`src/rtl/demux_nbits_deser_pkg.sv`:
```
// Shared definitions for the serial-to-parallel deserializer: counter width helper
// and the two-state collection FSM encoding.
package demux_nbits_deser_pkg;

    // Width of the bit-position counter; never narrower than one bit.
    function automatic int cw_of(input int n);
        return (n <= 2) ? 1 : $clog2(n);
    endfunction

    typedef enum logic {
        COLLECT = 1'b0,
        FULL    = 1'b1
    } state_t;

endpackage

```
`src/rtl/demux_nbits_deser_bit_wr.sv`:
```
// One-hot write-enable decoder: routes a single serial bit to word position sel.
// This is the structural inverse of the N:1 bit-select mux on the transmit side.
module demux_bit_wr #(
    parameter int N  = 5,
    parameter int CW = 3
) (
    input  logic [CW-1:0] sel,
    input  logic          wr_en,
    output logic [N-1:0]  en
);

    // Compare against every legal position so a non-power-of-two N never indexes out of range.
    always_comb begin
        en = '0;
        for (int i = 0; i < N; i++) begin
            en[i] = wr_en && (sel == CW'(i));
        end
    end

endmodule

```
`src/rtl/demux_nbits_deser.sv`:
```
// Double-buffered deserializer: collects N serial bits into col while a completed
// word waits in out_word, stalling the serial side only when both are occupied.
module demux_nbits_deser
    import demux_nbits_deser_pkg::*;
#(
    parameter int N = 5,
    localparam int CW = cw_of(N)
) (
    input  logic          clk,
    input  logic          rst,
    input  logic          in_valid,
    output logic          in_ready,
    input  logic          in_bit,
    input  logic          in_first,
    output logic          out_valid,
    input  logic          out_ready,
    output logic [N-1:0]  out_word,
    output logic [CW-1:0] bit_pos,
    output logic          sync_err,
    input  logic          err_clr
);

    state_t        state;
    state_t        state_next;
    logic [N-1:0]  col;
    logic [N-1:0]  word_next;
    logic [N-1:0]  wr_en;
    logic [CW-1:0] wr_sel;
    logic          take_in;
    logic          drain;
    logic          last_bit;
    logic          complete;
    logic          slot_free;

    assign take_in   = in_valid && in_ready;
    assign drain     = out_valid && out_ready;
    assign last_bit  = (bit_pos == CW'(N - 1)) && !in_first;
    assign complete  = take_in && last_bit;
    assign slot_free = !out_valid || out_ready;
    assign wr_sel    = in_first ? '0 : bit_pos;

    demux_bit_wr #(
        .N  (N),
        .CW (CW)
    ) u_bit_wr (
        .sel   (wr_sel),
        .wr_en (take_in),
        .en    (wr_en)
    );

    // A resync bit starts a fresh word, so stale partial bits are zeroed rather than kept.
    always_comb begin
        word_next = '0;
        for (int i = 0; i < N; i++) begin
            word_next[i] = wr_en[i] ? in_bit : (in_first ? 1'b0 : col[i]);
        end
    end

    always_ff @(posedge clk or posedge rst) begin
        if (rst) begin
            state <= COLLECT;
        end else begin
            state <= state_next;
        end
    end

    always_comb begin
        state_next = state;
        in_ready   = 1'b0;
        case (state)
            COLLECT: begin
                in_ready = 1'b1;
                if (complete && !slot_free) begin
                    state_next = FULL;
                end
            end
            FULL: begin
                if (out_ready) begin
                    state_next = COLLECT;
                end
            end
            default: state_next = COLLECT;
        endcase
    end

    // In FULL out_valid is already high, so a drain swaps in the pending word without a gap.
    always_ff @(posedge clk or posedge rst) begin
        if (rst) begin
            col       <= '0;
            bit_pos   <= '0;
            out_word  <= '0;
            out_valid <= 1'b0;
        end else begin
            if (take_in) begin
                col     <= word_next;
                bit_pos <= in_first ? CW'(1) : (last_bit ? '0 : bit_pos + CW'(1));
            end
            if (state == FULL) begin
                if (out_ready) begin
                    out_word <= col;
                end
            end else if (complete && slot_free) begin
                out_word  <= word_next;
                out_valid <= 1'b1;
            end else if (drain) begin
                out_valid <= 1'b0;
            end
        end
    end

    always_ff @(posedge clk or posedge rst) begin
        if (rst) begin
            sync_err <= 1'b0;
        end else if (take_in && in_first && (bit_pos != '0)) begin
            sync_err <= 1'b1;
        end else if (err_clr) begin
            sync_err <= 1'b0;
        end
    end

endmodule
```
`config.mk`:
```
export PLATFORM = sky130hd
export DESIGN_NAME = demux_nbits_deser
export DESIGN_NICKNAME = d
export VERILOG_FILES = /design/src/rtl/demux_nbits_deser_pkg.sv /design/src/rtl/demux_nbits_deser_bit_wr.sv /design/src/rtl/demux_nbits_deser.sv
export SDC_FILE = /design/constraint.sdc
export NUM_CORES = 1
export LEC_CHECK = 0
export BUFFER_PORTS_ARGS = -buffer_cell sky130_fd_sc_hd__buf_4
export CAP_MARGIN = 20
export CORE_MARGIN = 5
export CORE_UTILIZATION = 45
export CTS_CLUSTER_SIZE = 8
export DETAILED_ROUTE_END_ITERATION = 12
export PLACE_DENSITY = 0.77
export SYNTH_ARGS = -nofsm -noshare
export SYNTH_HDL_FRONTEND = slang
export SYNTH_SLANG_ARGS = --single-unit
```
`constraint.sdc`:
```
create_clock -name clk -period 1.6 [get_ports clk]
set_input_delay 0.24 -clock clk [delete_from_list [all_inputs] [get_ports clk]]
set_output_delay 0.24 -clock clk [all_outputs]
set_load 0.005 [all_outputs]
```
After elaboration in Yosys (flattened, before gate mapping). Cells that the tools add are included. Widths: inputs -> output; s select.

Flip-flop bits (word level): 16. Input bits: 7. Output and inout port bits: 11. Logic and storage cells: 62.

$add $sub $neg: 1. Equality and inequality tests: 6. Mux-type cells: 24. Bitwise gates (word level): 1. Reductions and logical operators: 24.

Operator list (count): $mux 1 (17); $mux 5 (3); $logic_and 1x1->1 (13); $mux 3 (3); $eq 3x2->1 const B (2); $eq 3x3->1 const B (2); $reduce_bool 2->1 (3); $reduce_and 2->1 (2); $add 3x1->3 const B (1); $eq 3x1->1 const B (1); $logic_not 1->1 (3); $logic_not 3->1 (1); $reduce_bool 3->1 (1); $ne 2x2->1 const B (1); $pmux 1 s2 (1); $logic_or 1x1->1 (1); $not 1->1 (1).

Depth between registers and ports, before layout.
Word-level depth: 6. Mapped depth: 6. Gate-level depth less buffers: 6.

Hierarchy. A second synthesis with hierarchy kept.

Cell total of the unflattened synthesis: 99. Area total of the unflattened synthesis: 983.4 sq um.

By module, submodules not included: demux_nbits_deser (instances 1, cells an instance 94, area each 919.6 sq um, seq. area each 400.4 sq um); demux_bit_wr (instances 1, cells an instance 5, area each 63.8 sq um, seq. area each 0.0 sq um).

Worst setup path before layout. OpenSTA, ideal clock, no wires.

Path kind: register -> register. Start: reg bit_pos[0]. End: reg out_word[0]. Setup time: 125 ps. Arrival time: 1525 ps. Data required time: 1475 ps. Setup slack: -50 ps. Stages on the path, launching flop included: 6. Path buffers: 0. Period minus slack after synthesis: 1650 ps. Path through: dfrtp_1 -> inv_1 -> ha_1 -> and4b_4 -> o22ai_4 -> mux2_2.

Longest elaborated chain between the ends: 6. Elaborated cells on any way between the ends: 12. Those cells by class: eq/ne: 1; mux: 4; reduce/logical: 7.

RTL lines: start, declared (line demux_nbits_deser.sv:18) `output logic [CW-1:0] bit_pos,`; start signal, assigned (line demux_nbits_deser.sv:96) `bit_pos <= in_first ? CW'(1) : (last_bit ? '0 : bit_pos + CW'(1));`; $mux 3 or $eq 3x3->1 (tied branches) (line demux_nbits_deser.sv:40, demux_nbits_deser.sv:37); $logic_not 3->1 or $logic_and 1x1->1 (tied branches) (line demux_nbits_deser_bit_wr.sv:16, demux_nbits_deser.sv:37); $logic_and 1x1->1 (on tied branches) (line demux_nbits_deser_bit_wr.sv:16, demux_nbits_deser.sv:38); $mux 1 or $logic_and 1x1->1 (tied branches) (line demux_nbits_deser.sv:55, demux_nbits_deser.sv:102); $mux 5 or $reduce_bool 2->1 (tied branches); $mux 5 or $reduce_and 2->1 (tied branches); end signal, assigned (line demux_nbits_deser.sv:100) `out_word <= col;`; end signal, assigned (line demux_nbits_deser.sv:103) `out_word <= word_next;`; end, declared (line demux_nbits_deser.sv:17) `output logic [N-1:0] out_word,`.

Several ways; a longest one is shown, not always the timed one. The select of a mux whose other input is x is not followed. A chain may end at the register's enable or synchronous reset.

Final worst setup path.
Start: reg bit_pos[0]. End: reg out_word[1].

Longest elaborated chain between the ends: 6. Elaborated cells on any way between the ends: 12. Those cells by class: eq/ne: 2; mux: 4; reduce/logical: 6.

RTL lines (line): $mux 3 or $eq 3x3->1 (tied branches) (demux_nbits_deser.sv:40, demux_nbits_deser.sv:37); $eq 3x1->1 or $logic_and 1x1->1 (tied branches) (demux_nbits_deser_bit_wr.sv:16, demux_nbits_deser.sv:37); $logic_and 1x1->1 (on tied branches) (demux_nbits_deser_bit_wr.sv:16, demux_nbits_deser.sv:38); $mux 1 or $logic_and 1x1->1 (tied branches) (demux_nbits_deser.sv:55, demux_nbits_deser.sv:102); $mux 5 or $reduce_bool 2->1 (tied branches); $mux 5 or $reduce_and 2->1 (tied branches).

Several ways; a longest one is shown, not always the timed one. The select of a mux whose other input is x is not followed.

==> qor.yml <==
clocking:
  tritoncts: "built"
  clock_latency_ns: 0.28
  numCtsBuffers: 3
  htreeDepth: 1
  cts_setup_buffers: 0
  cts_sinks: 16
  cts_root_buf: "clkbuf_4"
  cts_resized: 0
  ctsHoldBuffers: 0
  cts_buffer_depth: 2
  clkSlewWorstSetupHoldPaths_ns: 0.10
critical_path:
  worstPathMaxFanout: 7
  crit_buf_inv: 1
  reg2reg_depth: 5
  setup.worst_path.class: "flip-flop to flip-flop"
  cp.depth: 5
  required_ns: 1.77
  crit_family: "flip-flops"
  crit_path_cell_trace: "inv_1 > ha_1 > and4b_4 > o22ai_4 > mux2_2"
  crit_path_top_delay_cell: "dfrtp_2"
  cp-start-kind: "flip-flop"
  endpoint_kind: "flip-flop"
  worstPathArrival_ns: 1.74
  cpPeakStageDelay_ns: 0.37
cells_and_area:
  regArea_um2: 403
  n_antenna_cell: 0
  fin_area_um2: 1050
  area_growth_pct: 26.6
  nets: 112
  drive_gt1_frac: 0.373
  fillerInstances: 146
  final_common_cell: "buf_4"
  final_cell_mix: "buf_4, dfrtp_1, o21ai_0"
  multi_input_area_um2: 389
global_routing:
  grt_max_degree: 17
  antenna_found_initial: 0
  grt_usage: 0.135
  grt_first_pass_wirelength_mm: 2.77
  gr-total-overflow: 0
  grt_pass1_vias: 618
route:
  drcViolationCount: 0
  drtPass1Iterations: 6
  drt_iter0_markers: 17
  antenna_left: 0
  avgRoutedWirePerCell_um: 13.9
  viasPerCell: 5.42
  drt-total-wl_mm: 1.76
  vias: 688
timing:
  finalCritPeriodShare: 0.979
  rsz0062_at_grt: "false"
  period_minus_slack_ns: 1.57
  clock.fmax_mhz: 638
  holdWs_ns: 0.00929
  finalHoldViolations: 0
  final.setup.tns_ns: 0
  slew_viol_final: 0
  fin_skew_ns: 0.00810
  worstMarginPinSlew_ns: 0.582
  final.setup.worst_slack_ns: 0.0330
  relSlewSlack: 0.611
  setup_viol: 0
yosys:
  seq_area_frac_synth: 0.480
  avgSynthCellArea_um2: 10.5
  yosysWarningCount: 0
  synth-edff-count: 0
  yosysUniqueCellTypes: 27
  ys_seq_elements: 16
  syn_nets: 88
  syn_area_um2: 833
  synth-async-reset-ratio: 1.00
  ys.flop_type: "dfrtp_1"
  syn-instance-count: 79
floorplanning:
  initial_core_util: 0.477
  dieArea_um2: 2810
  die_height_um: 53.0
  pin_count: 18
  rows: 15
  coreArea_um2: 1750
  die_w_um: 53.0
outcome:
  status: "completed"
pwr:
  power_density_nw_per_um2: 909
  power.total_mw: 0.958
  vdd_drop_max_v: 0.000452
  leakage_nw: 0.504
placed_design:
  gp_congestion: 0.801
  port_buffers: 17
  post_dp_cell_area_um2: 1020
  dp_hpwl_mm: 1.30
  post-place-ws_ns: 0.0714
worst_hold_path:
  hold_path_class: "primary input to async pin"
job:
  max_cap_viol_count: 0
-- worst paths after layout --
path                        startpoint           to  slack (ns)
setup / recovery            bit_pos[0]  out_word[1]        0.03
hold / removal                     rst    out_valid       0.009
setup reg to reg            bit_pos[0]  out_word[1]        0.03
hold reg to reg            out_word[4]  out_word[4]        0.50
max in group asynchronous          rst   bit_pos[0]        1.18
min in group clk               err_clr     sync_err        0.12
-- cell type report --
class | count | area share
Sequential cell | 16 | 0.382
Multi-Input combinational cell | 52 | 0.369
Timing Repair Buffer | 22 | 0.157
Clock buffer | 4 | 0.0344
Tap cell | 25 | 0.0297
Inverter | 8 | 0.0285
-- power by group --
part | switching [mW] | internal [mW] | total [mW]
combinational | 0.111 | 0.116 | 0.227
sequential | 0.0213 | 0.445 | 0.467
clock | 0.126 | 0.138 | 0.264
-- metrics by stage --
step / util / std cells
final: 0.604 / 127
after global routing: 0.604 / 127
after CTS: 0.604 / 127
after detailed placement: 0.584 / 123
after global placement: 0.584 / 123
after floorplan: - / 79
-- flip-flops by register name, indices dropped and copies added, names as in the netlist --
| register | flops |
|---|---|
| out_valid | 1 |
| bit_pos | 3 |
| sync_err | 1 |
| out_word | 5 |
| state | 1 |
| col | 5 |
-- synth_stat cells, types with 2 or more instances --
library cell,count,share of area
o21ai_0,10,0.060
dfrtp_1,16,0.48
nor3b_2,2,0.030
a21oi_1,4,0.024
ha_1,2,0.030
mux2_2,4,0.054
buf_2,2,0.012
o31ai_1,2,0.018
a22o_1,3,0.032
nor2_1,4,0.018
nor3_1,4,0.024
nand3b_1,2,0.018
nand2_1,3,0.014
inv_1,8,0.036
-- cell families (layout without fill, tap and decap cells) --
kind of cell    after synthesis  after routing  synth area share
buf+inv                      11             34            0.0526
fa+ha+maj                     2              2            0.0300
mux                           5              5            0.0661
compound gates               25             25             0.210
simple gates                 20             20             0.161
flops                        16             16             0.480
-- metal layers --
layer  up-vias  global-route usage  wire length, um
li1        327                   -                -
met1       341               0.167              747
met2        18               0.231              897
met3         2              0.0310              104
met4         0              0.0383               12
met5         -                   0                0
Note: power is estimated with default switching activity, not from simulation.
